==> config.mk <==
export PLATFORM = sky130hd
export DESIGN_NAME = collision_life_fsm_flat
export DESIGN_NICKNAME = d
export VERILOG_FILES = /design/src/rtl/collision_life_fsm_pkg.sv /design/src/rtl/collision_life_fsm_if.sv /design/src/rtl/collision_life_fsm_tick_counter.sv /design/src/rtl/collision_life_fsm.sv /design/src/flat_wrapper.sv
export SDC_FILE = /design/constraint.sdc
export NUM_CORES = 1
export LEC_CHECK = 0
export ABC_AREA = 1
export CORE_MARGIN = 8
export CORE_UTILIZATION = 35
export DETAILED_ROUTE_END_ITERATION = 10
export GPL_TIMING_DRIVEN = 1
export RECOVER_POWER = 25
export SLEW_MARGIN = 10
export SYNTH_ARGS = -nofsm -noshare
export SYNTH_HDL_FRONTEND = slang
export SYNTH_SLANG_ARGS = --single-unit
==> constraint.sdc <==
create_clock -name CLOCK_50 -period 1.4 [get_ports CLOCK_50]
set_input_delay 0.28 -clock CLOCK_50 [delete_from_list [all_inputs] [get_ports CLOCK_50]]
set_output_delay 0.28 -clock CLOCK_50 [all_outputs]
set_load 0.02 [all_outputs]
==> src/rtl/collision_life_fsm_pkg.sv <==
`default_nettype none
// ============================================================================
//  Module      : collision_pkg
//  Description : State encoding and default game constants shared by the
//                collision/life FSM and the score/HUD block.
//  Revision    : 1.0 - initial release
// ============================================================================
package collision_pkg;

    // Game-level states with an explicit 2-bit encoding
    typedef enum logic [1:0] {
        ST_IDLE = 2'b00,
        ST_PLAY = 2'b01,
        ST_HIT  = 2'b10,
        ST_OVER = 2'b11
    } state_t;

    // Defaults shared with the HUD so both blocks agree on the game rules
    localparam int DEF_LIVES_INIT    = 3;
    localparam int DEF_CONFIRM_TICKS = 2;
    localparam int DEF_HIT_FRAMES    = 30;

endpackage
`default_nettype wire

==> src/rtl/collision_life_fsm_if.sv <==
`default_nettype none
// ============================================================================
//  Module      : collision_life_fsm_if
//  Description : Game-control bundle between the collision/life FSM and its
//                neighbours (frame timing, collision mux, frog/lane logic).
//  Revision    : 1.0 - initial release
// ============================================================================
interface collision_life_fsm_if #(
    parameter int LIVES_WIDTH = 2
);
    logic                   CollisionLife_FrameTick_In;
    logic                   CollisionLife_Collision_In;
    logic                   CollisionLife_Start_In;
    logic [LIVES_WIDTH-1:0] CollisionLife_Lives_Out;
    logic                   CollisionLife_Freeze_Out;
    logic                   CollisionLife_Respawn_Out;
    logic                   CollisionLife_Hit_Out;
    logic                   CollisionLife_GameOver_Out;

    // Driver side: produces ticks, collision and start, observes game state
    modport master (
        output CollisionLife_FrameTick_In,
        output CollisionLife_Collision_In,
        output CollisionLife_Start_In,
        input  CollisionLife_Lives_Out,
        input  CollisionLife_Freeze_Out,
        input  CollisionLife_Respawn_Out,
        input  CollisionLife_Hit_Out,
        input  CollisionLife_GameOver_Out
    );

    // FSM side
    modport slave (
        input  CollisionLife_FrameTick_In,
        input  CollisionLife_Collision_In,
        input  CollisionLife_Start_In,
        output CollisionLife_Lives_Out,
        output CollisionLife_Freeze_Out,
        output CollisionLife_Respawn_Out,
        output CollisionLife_Hit_Out,
        output CollisionLife_GameOver_Out
    );
endinterface
`default_nettype wire

==> src/rtl/collision_life_fsm_tick_counter.sv <==
`default_nettype none
// ============================================================================
//  Module      : tick_counter
//  Description : Clearable up-counter with tick enable. o_terminal flags the
//                tick that brings the count to LIMIT, so the owner can act
//                on the very next clock and clear the counter at that point.
//  Revision    : 1.0 - initial release
// ============================================================================
module tick_counter #(
    parameter int CNT_WIDTH = 6,
    parameter int LIMIT     = 2
) (
    input  wire logic clk,
    input  wire logic rst_n,
    input  wire logic i_clear,
    input  wire logic i_tick,
    output logic      o_terminal
);

    localparam logic [CNT_WIDTH-1:0] c_last = CNT_WIDTH'(LIMIT - 1);

    logic [CNT_WIDTH-1:0] r_count;

    // Clear has priority; the count holds at LIMIT rather than wrapping
    always_ff @(posedge clk or negedge rst_n) begin
        if (!rst_n) begin
            r_count <= '0;
        end else if (i_clear) begin
            r_count <= '0;
        end else if (i_tick && (r_count <= c_last)) begin
            r_count <= r_count + CNT_WIDTH'(1);
        end
    end

    assign o_terminal = i_tick && (r_count == c_last);

endmodule
`default_nettype wire

==> src/rtl/collision_life_fsm.sv <==
`default_nettype none
// ============================================================================
//  Module      : collision_life_fsm
//  Description : Turns the frame-sampled collision bit into confirmed hits,
//                freeze periods, life loss, respawn requests and game over.
//  Revision    : 1.0 - initial release
// ============================================================================
module collision_life_fsm
    import collision_pkg::*;
#(
    parameter int LIVES_INIT    = DEF_LIVES_INIT,
    parameter int LIVES_WIDTH   = 2,
    parameter int CONFIRM_TICKS = DEF_CONFIRM_TICKS,
    parameter int HIT_FRAMES    = DEF_HIT_FRAMES,
    parameter int CNT_WIDTH     = 6
) (
    input  wire logic             CLOCK_50,
    input  wire logic             RESET_InLow,
    collision_life_fsm_if.slave   bus
);

    localparam logic [LIVES_WIDTH-1:0] c_lives_init = LIVES_WIDTH'(LIVES_INIT);

    state_t                  r_state;
    state_t                  w_state_nxt;
    logic [LIVES_WIDTH-1:0]  r_lives;
    logic [LIVES_WIDTH-1:0]  w_lives_nxt;
    logic                    r_freeze;
    logic                    w_freeze_nxt;
    logic                    r_respawn;
    logic                    w_respawn_nxt;
    logic                    r_hit;
    logic                    w_hit_nxt;
    logic                    r_game_over;
    logic                    w_game_over_nxt;

    logic w_tick;
    logic w_coll;
    logic w_start;
    logic w_in_play;
    logic w_in_hit;
    logic w_confirm_tick;
    logic w_confirm_clear;
    logic w_confirm_done;
    logic w_hit_tick;
    logic w_hit_clear;
    logic w_hit_done;

    assign w_tick    = bus.CollisionLife_FrameTick_In;
    assign w_coll    = bus.CollisionLife_Collision_In;
    assign w_start   = bus.CollisionLife_Start_In;
    assign w_in_play = (r_state == ST_PLAY);
    assign w_in_hit  = (r_state == ST_HIT);

    // Confirm counter: counts consecutive colliding ticks while playing; held
    // at zero in every other state so PLAY is always entered with a fresh count
    assign w_confirm_tick  = w_in_play && w_tick && w_coll;
    assign w_confirm_clear = !w_in_play || (w_tick && !w_coll) || w_confirm_done;

    // Hit-frame counter: only runs in HIT, zero on entry
    assign w_hit_tick  = w_in_hit && w_tick;
    assign w_hit_clear = !w_in_hit || w_hit_done;

    tick_counter #(
        .CNT_WIDTH (CNT_WIDTH),
        .LIMIT     (CONFIRM_TICKS)
    ) u_confirm_cnt (
        .clk        (CLOCK_50),
        .rst_n      (RESET_InLow),
        .i_clear    (w_confirm_clear),
        .i_tick     (w_confirm_tick),
        .o_terminal (w_confirm_done)
    );

    tick_counter #(
        .CNT_WIDTH (CNT_WIDTH),
        .LIMIT     (HIT_FRAMES)
    ) u_hit_cnt (
        .clk        (CLOCK_50),
        .rst_n      (RESET_InLow),
        .i_clear    (w_hit_clear),
        .i_tick     (w_hit_tick),
        .o_terminal (w_hit_done)
    );

    // State and all outputs registered together; reset leaves the game idle
    always_ff @(posedge CLOCK_50 or negedge RESET_InLow) begin
        if (!RESET_InLow) begin
            r_state     <= ST_IDLE;
            r_lives     <= c_lives_init;
            r_freeze    <= 1'b1;
            r_respawn   <= 1'b0;
            r_hit       <= 1'b0;
            r_game_over <= 1'b0;
        end else begin
            r_state     <= w_state_nxt;
            r_lives     <= w_lives_nxt;
            r_freeze    <= w_freeze_nxt;
            r_respawn   <= w_respawn_nxt;
            r_hit       <= w_hit_nxt;
            r_game_over <= w_game_over_nxt;
        end
    end

    // Next state and next output values; respawn defaults low so it can only
    // ever be a single-cycle pulse on a transition into PLAY
    always_comb begin
        w_state_nxt     = r_state;
        w_lives_nxt     = r_lives;
        w_freeze_nxt    = r_freeze;
        w_respawn_nxt   = 1'b0;
        w_hit_nxt       = r_hit;
        w_game_over_nxt = r_game_over;
        case (r_state)
            ST_IDLE, ST_OVER: begin
                // Start wins over a coincident tick; that tick is not sampled
                if (w_start) begin
                    w_state_nxt     = ST_PLAY;
                    w_lives_nxt     = c_lives_init;
                    w_freeze_nxt    = 1'b0;
                    w_respawn_nxt   = 1'b1;
                    w_hit_nxt       = 1'b0;
                    w_game_over_nxt = 1'b0;
                end else begin
                    w_freeze_nxt    = 1'b1;
                    w_hit_nxt       = 1'b0;
                    w_game_over_nxt = (r_state == ST_OVER);
                end
            end
            ST_PLAY: begin
                w_freeze_nxt = 1'b0;
                if (w_confirm_done) begin
                    w_state_nxt  = ST_HIT;
                    w_hit_nxt    = 1'b1;
                    w_freeze_nxt = 1'b1;
                    w_lives_nxt  = (r_lives == '0) ? '0 : r_lives - LIVES_WIDTH'(1);
                end
            end
            ST_HIT: begin
                w_freeze_nxt = 1'b1;
                w_hit_nxt    = 1'b1;
                if (w_hit_done) begin
                    w_hit_nxt = 1'b0;
                    if (r_lives == '0) begin
                        w_state_nxt     = ST_OVER;
                        w_game_over_nxt = 1'b1;
                    end else begin
                        w_state_nxt   = ST_PLAY;
                        w_freeze_nxt  = 1'b0;
                        w_respawn_nxt = 1'b1;
                    end
                end
            end
            default: begin
                w_state_nxt  = ST_IDLE;
                w_freeze_nxt = 1'b1;
            end
        endcase
    end

    assign bus.CollisionLife_Lives_Out    = r_lives;
    assign bus.CollisionLife_Freeze_Out   = r_freeze;
    assign bus.CollisionLife_Respawn_Out  = r_respawn;
    assign bus.CollisionLife_Hit_Out      = r_hit;
    assign bus.CollisionLife_GameOver_Out = r_game_over;

endmodule
`default_nettype wire

==> src/flat_wrapper.sv <==
// flat-port wrapper written by rule: the top's interface ports become plain ports
module collision_life_fsm_flat import collision_pkg::*;
#(
    parameter int LIVES_INIT    = DEF_LIVES_INIT,
    parameter int LIVES_WIDTH   = 2,
    parameter int CONFIRM_TICKS = DEF_CONFIRM_TICKS,
    parameter int HIT_FRAMES    = DEF_HIT_FRAMES,
    parameter int CNT_WIDTH     = 6
)
  (CLOCK_50, RESET_InLow, bus_CollisionLife_FrameTick_In, bus_CollisionLife_Collision_In, bus_CollisionLife_Start_In, bus_CollisionLife_Lives_Out, bus_CollisionLife_Freeze_Out, bus_CollisionLife_Respawn_Out, bus_CollisionLife_Hit_Out, bus_CollisionLife_GameOver_Out);
  collision_life_fsm_if #(.LIVES_WIDTH(LIVES_WIDTH)) bus_i ();
  input  wire logic CLOCK_50;
  input  wire logic RESET_InLow;
  input wire logic [$bits(bus_i.CollisionLife_FrameTick_In)-1:0] bus_CollisionLife_FrameTick_In;
  input wire logic [$bits(bus_i.CollisionLife_Collision_In)-1:0] bus_CollisionLife_Collision_In;
  input wire logic [$bits(bus_i.CollisionLife_Start_In)-1:0] bus_CollisionLife_Start_In;
  output wire logic [$bits(bus_i.CollisionLife_Lives_Out)-1:0] bus_CollisionLife_Lives_Out;
  output wire logic [$bits(bus_i.CollisionLife_Freeze_Out)-1:0] bus_CollisionLife_Freeze_Out;
  output wire logic [$bits(bus_i.CollisionLife_Respawn_Out)-1:0] bus_CollisionLife_Respawn_Out;
  output wire logic [$bits(bus_i.CollisionLife_Hit_Out)-1:0] bus_CollisionLife_Hit_Out;
  output wire logic [$bits(bus_i.CollisionLife_GameOver_Out)-1:0] bus_CollisionLife_GameOver_Out;
  assign bus_i.CollisionLife_FrameTick_In = bus_CollisionLife_FrameTick_In;
  assign bus_i.CollisionLife_Collision_In = bus_CollisionLife_Collision_In;
  assign bus_i.CollisionLife_Start_In = bus_CollisionLife_Start_In;
  assign bus_CollisionLife_Lives_Out = bus_i.CollisionLife_Lives_Out;
  assign bus_CollisionLife_Freeze_Out = bus_i.CollisionLife_Freeze_Out;
  assign bus_CollisionLife_Respawn_Out = bus_i.CollisionLife_Respawn_Out;
  assign bus_CollisionLife_Hit_Out = bus_i.CollisionLife_Hit_Out;
  assign bus_CollisionLife_GameOver_Out = bus_i.CollisionLife_GameOver_Out;
  collision_life_fsm #(.LIVES_INIT(LIVES_INIT), .LIVES_WIDTH(LIVES_WIDTH), .CONFIRM_TICKS(CONFIRM_TICKS), .HIT_FRAMES(HIT_FRAMES), .CNT_WIDTH(CNT_WIDTH)) u_core (.CLOCK_50(CLOCK_50), .RESET_InLow(RESET_InLow), .bus(bus_i));
endmodule
==> results.sh <==
export IMPL_synthTopCellsByArea="dfrtp_1, nand2_1, ha_1"
export IMPL_grt_pass1_wl_mm=4.58
export IMPL_place_area_um2=1480
export IMPL_postSynthCellCount=153
export IMPL_area_delta_synth_final_pct=40.2
export IMPL_wl_per_cell_um=11.5
export IMPL_place_hpwl_mm=1.91
export IMPL_power_density_nw_per_um2=1700
export IMPL_cts_max_path_buffers=2
export IMPL_overflow=0
export IMPL_hp_class="primary input to asynchronous set/reset pin"
export IMPL_antennaDiodeCount=0
export IMPL_synth_flop_cell="dfrtp_1"
export IMPL_cp_start_kind="register"
export IMPL_cts_max_level=1
export IMPL_globalplace_congestion=0.809
export IMPL_fin_crit_ps=1400
export IMPL_final_layout_size_suffix_gt1_share_pct=37.7
export IMPL_syn_num_nets=168
export IMPL_synth_area_leader_cell="dfrtp_1"
export IMPL_wl_mm=2.72
export IMPL_worstPathRequired_ps=1610
export IMPL_violations="negative setup slack"
export IMPL_ys_ff_latch=20
export IMPL_avgSynthCellArea_um2=7.83
export IMPL_status="finished with violations"
export IMPL_drt_pass1_iterations=4
export IMPL_finClkSkew_ps=3.57
export IMPL_maxSlewHeadroom_pct=64.8
export IMPL_r2r_cells=9
export IMPL_setup_violations=1
export IMPL_power_mw=2.86
export IMPL_die_w_um=74.5
export IMPL_path_delay_family="simple AND/OR/NAND/NOR gates"
export IMPL_synth_top_area_share_pct=35.5
export IMPL_drv_slew=0
export IMPL_cp_max_fo=5
export IMPL_nNetsFinal=207
export IMPL_die_height_um=74.5
export IMPL_cp_depth=9
export IMPL_crit_buf_inv=1
export IMPL_grt_antenna_before_repair=0
export IMPL_tightest_slew_ps=528
export IMPL_hold_slack_ps=462
export IMPL_synth_distinct_cells=22
export IMPL_drtAntennaViolNets=0
export IMPL_track_usage_pct=10.7
export IMPL_synth_enable_flop_cells=0
export IMPL_io_buffers=10
export IMPL_viasPerCell=4.51
export IMPL_worstPathArrival_ps=1610
export IMPL_synthTopCellsByCount="nand2_1, inv_1, nor2_1"
export IMPL_grt_pass1_vias=1081
export IMPL_crit_type="register to register"
export IMPL_end_kind="register"
export IMPL_drcViolationCount=0
export IMPL_hold_violations=0
export IMPL_drtIter0Drc=50
export IMPL_seq_area_frac_synth_pct=42.1
export IMPL_grt_use_met2_pct=18.3
export IMPL_fin_tns_setup_ps=-0.111
export IMPL_ir_worst_vdd_uv=1000
export IMPL_crit_chain="buf_4, ha_4, nand2_4, nor2_4, nand2_4, a21oi_4, nand2_2, nand2_1, nand2_1"
export IMPL_yosys_warnings=0
export IMPL_nFillCells=323
export IMPL_cts_made_buffers=3
export IMPL_design_area_um2=1680
export IMPL_critPathMaxStageDelay_ps=400
export IMPL_crit_slowest_cell="dfrtp_1"
export IMPL_met3_usage_pct=2.29
export IMPL_grt_max_degree=21
export IMPL_clk_pin_slew_ps=120
export IMPL_rsz0062_at_grt="true"
export IMPL_yosysMostFrequentCell="nand2_1"
export IMPL_cts_tree="done"
export IMPL_cap_violations=0
export IMPL_die_area_um2=5550
export IMPL_async_flop_share_pct=100
export IMPL_synth_area_um2=1200
export IMPL_cts_root_buf="clkbuf_4"
export IMPL_cellLeakagePower_nw=0.809
export IMPL_initial_core_util_pct=36.2
export IMPL_timing_fmax_mhz=714
export IMPL_cts_sinks=20
export IMPL_rows=21
export IMPL_busiest_layer="met2"
export IMPL_worst_slack_ps=-0.111
export IMPL_vias=1069
export IMPL_clock_latency_ps=300
export IMPL_met1_usage_pct=12.4
export IMPL_fp_coreArea_um2=3310
export IMPL_io_pins=11
export IMPL_final_period_utilization_pct=100
## through the flow
step	utilization [%]	cells	worst slack (ps)
global placement	44.6	224	-197
CTS	47.7	235	-10.8
global route	50.7	237	-105
finish	50.7	237	-0.111
detailed placement	44.6	224	-215
floorplan	-	153	-14.0
## area by class of cell
cell class | count | area (um^2) | share of cell area, %
multi-input combinational | 105 | 708 | 42.2
sequential | 20 | 507 | 30.2
timing repair buffer | 35 | 277 | 16.5
inverter | 27 | 104 | 6.18
tap | 46 | 57.6 | 3.43
clock buffer | 4 | 26.3 | 1.56
## where the power goes
| part | internal [mW] | switching (mW) | leakage (nW) |
|---|---|---|---|
| Clock | 0.111 | 0.184 | 0.0150 |
| Combinational | 0.827 | 0.947 | 0.533 |
| Sequential | 0.727 | 0.0645 | 0.260 |
## flip-flops by register name, indices dropped and copies added, names as in the netlist
| register | count |
|---|---|
| u_core.r_state | 2 |
| u_core.bus.CollisionLife_Respawn_Out | 1 |
| u_core.bus.CollisionLife_Freeze_Out | 1 |
| u_core.u_hit_cnt.r_count | 6 |
| u_core.bus.CollisionLife_Lives_Out | 2 |
| u_core.bus.CollisionLife_Hit_Out | 1 |
| u_core.u_confirm_cnt.r_count | 6 |
| u_core.bus.CollisionLife_GameOver_Out | 1 |
## layer usage
layer	wire length, um	up-vias
met2	1350	13
met1	1230	497
li1	-	555
met5	0	-
met3	90	4
met4	42	0
## kinds of logic after synthesis
kind of cell,synth area share [%]
compound gates,7.84
xor+xnor,0.732
fa+ha+maj,10.4
buf+inv,8.88
flops,42.1
simple gates,30.0
## worst paths after layout
| check | startpoint | slack, ps | to |
|---|---|---|---|
| max | u_core.r_state[1] | -0.1 | u_core.r_state[1] |
| min | RESET_InLow | 460 | u_core.u_hit_cnt.r_count[0] |
| max reg2reg | u_core.r_state[1] | -0.1 | u_core.r_state[1] |
| min reg2reg | u_core.bus.CollisionLife_GameOver_Out | 500 | u_core.bus.CollisionLife_GameOver_Out |
| max in group asynchronous | RESET_InLow | 550 | u_core.r_state[0] |
| min in group CLOCK_50 | u_core.bus.CollisionLife_GameOver_Out | 500 | u_core.bus.CollisionLife_GameOver_Out |
## repair_timing
item | 4_1_cts | 5_1_grt
gates resized for setup | 21 | 28
hold buffers | 0 | 0
setup buffers | 7 | 2
endpoints found under the setup margin | 24 | 21
pin swaps | 5 | 7
## layout by cell type, fill, tap and decap left out, types with 4 or more instances in the layout
cell type	synthesis	routed
nand2_2	4	7
nor2_4	2	4
nor2_1	19	15
nand2_1	34	28
nand3_1	13	10
dfrtp_1	17	15
buf_4	0	23
inv_1	27	22
inv_2	0	4
a21oi_1	8	6
ha_1	10	7
Note: power is estimated with default switching activity, not from simulation.
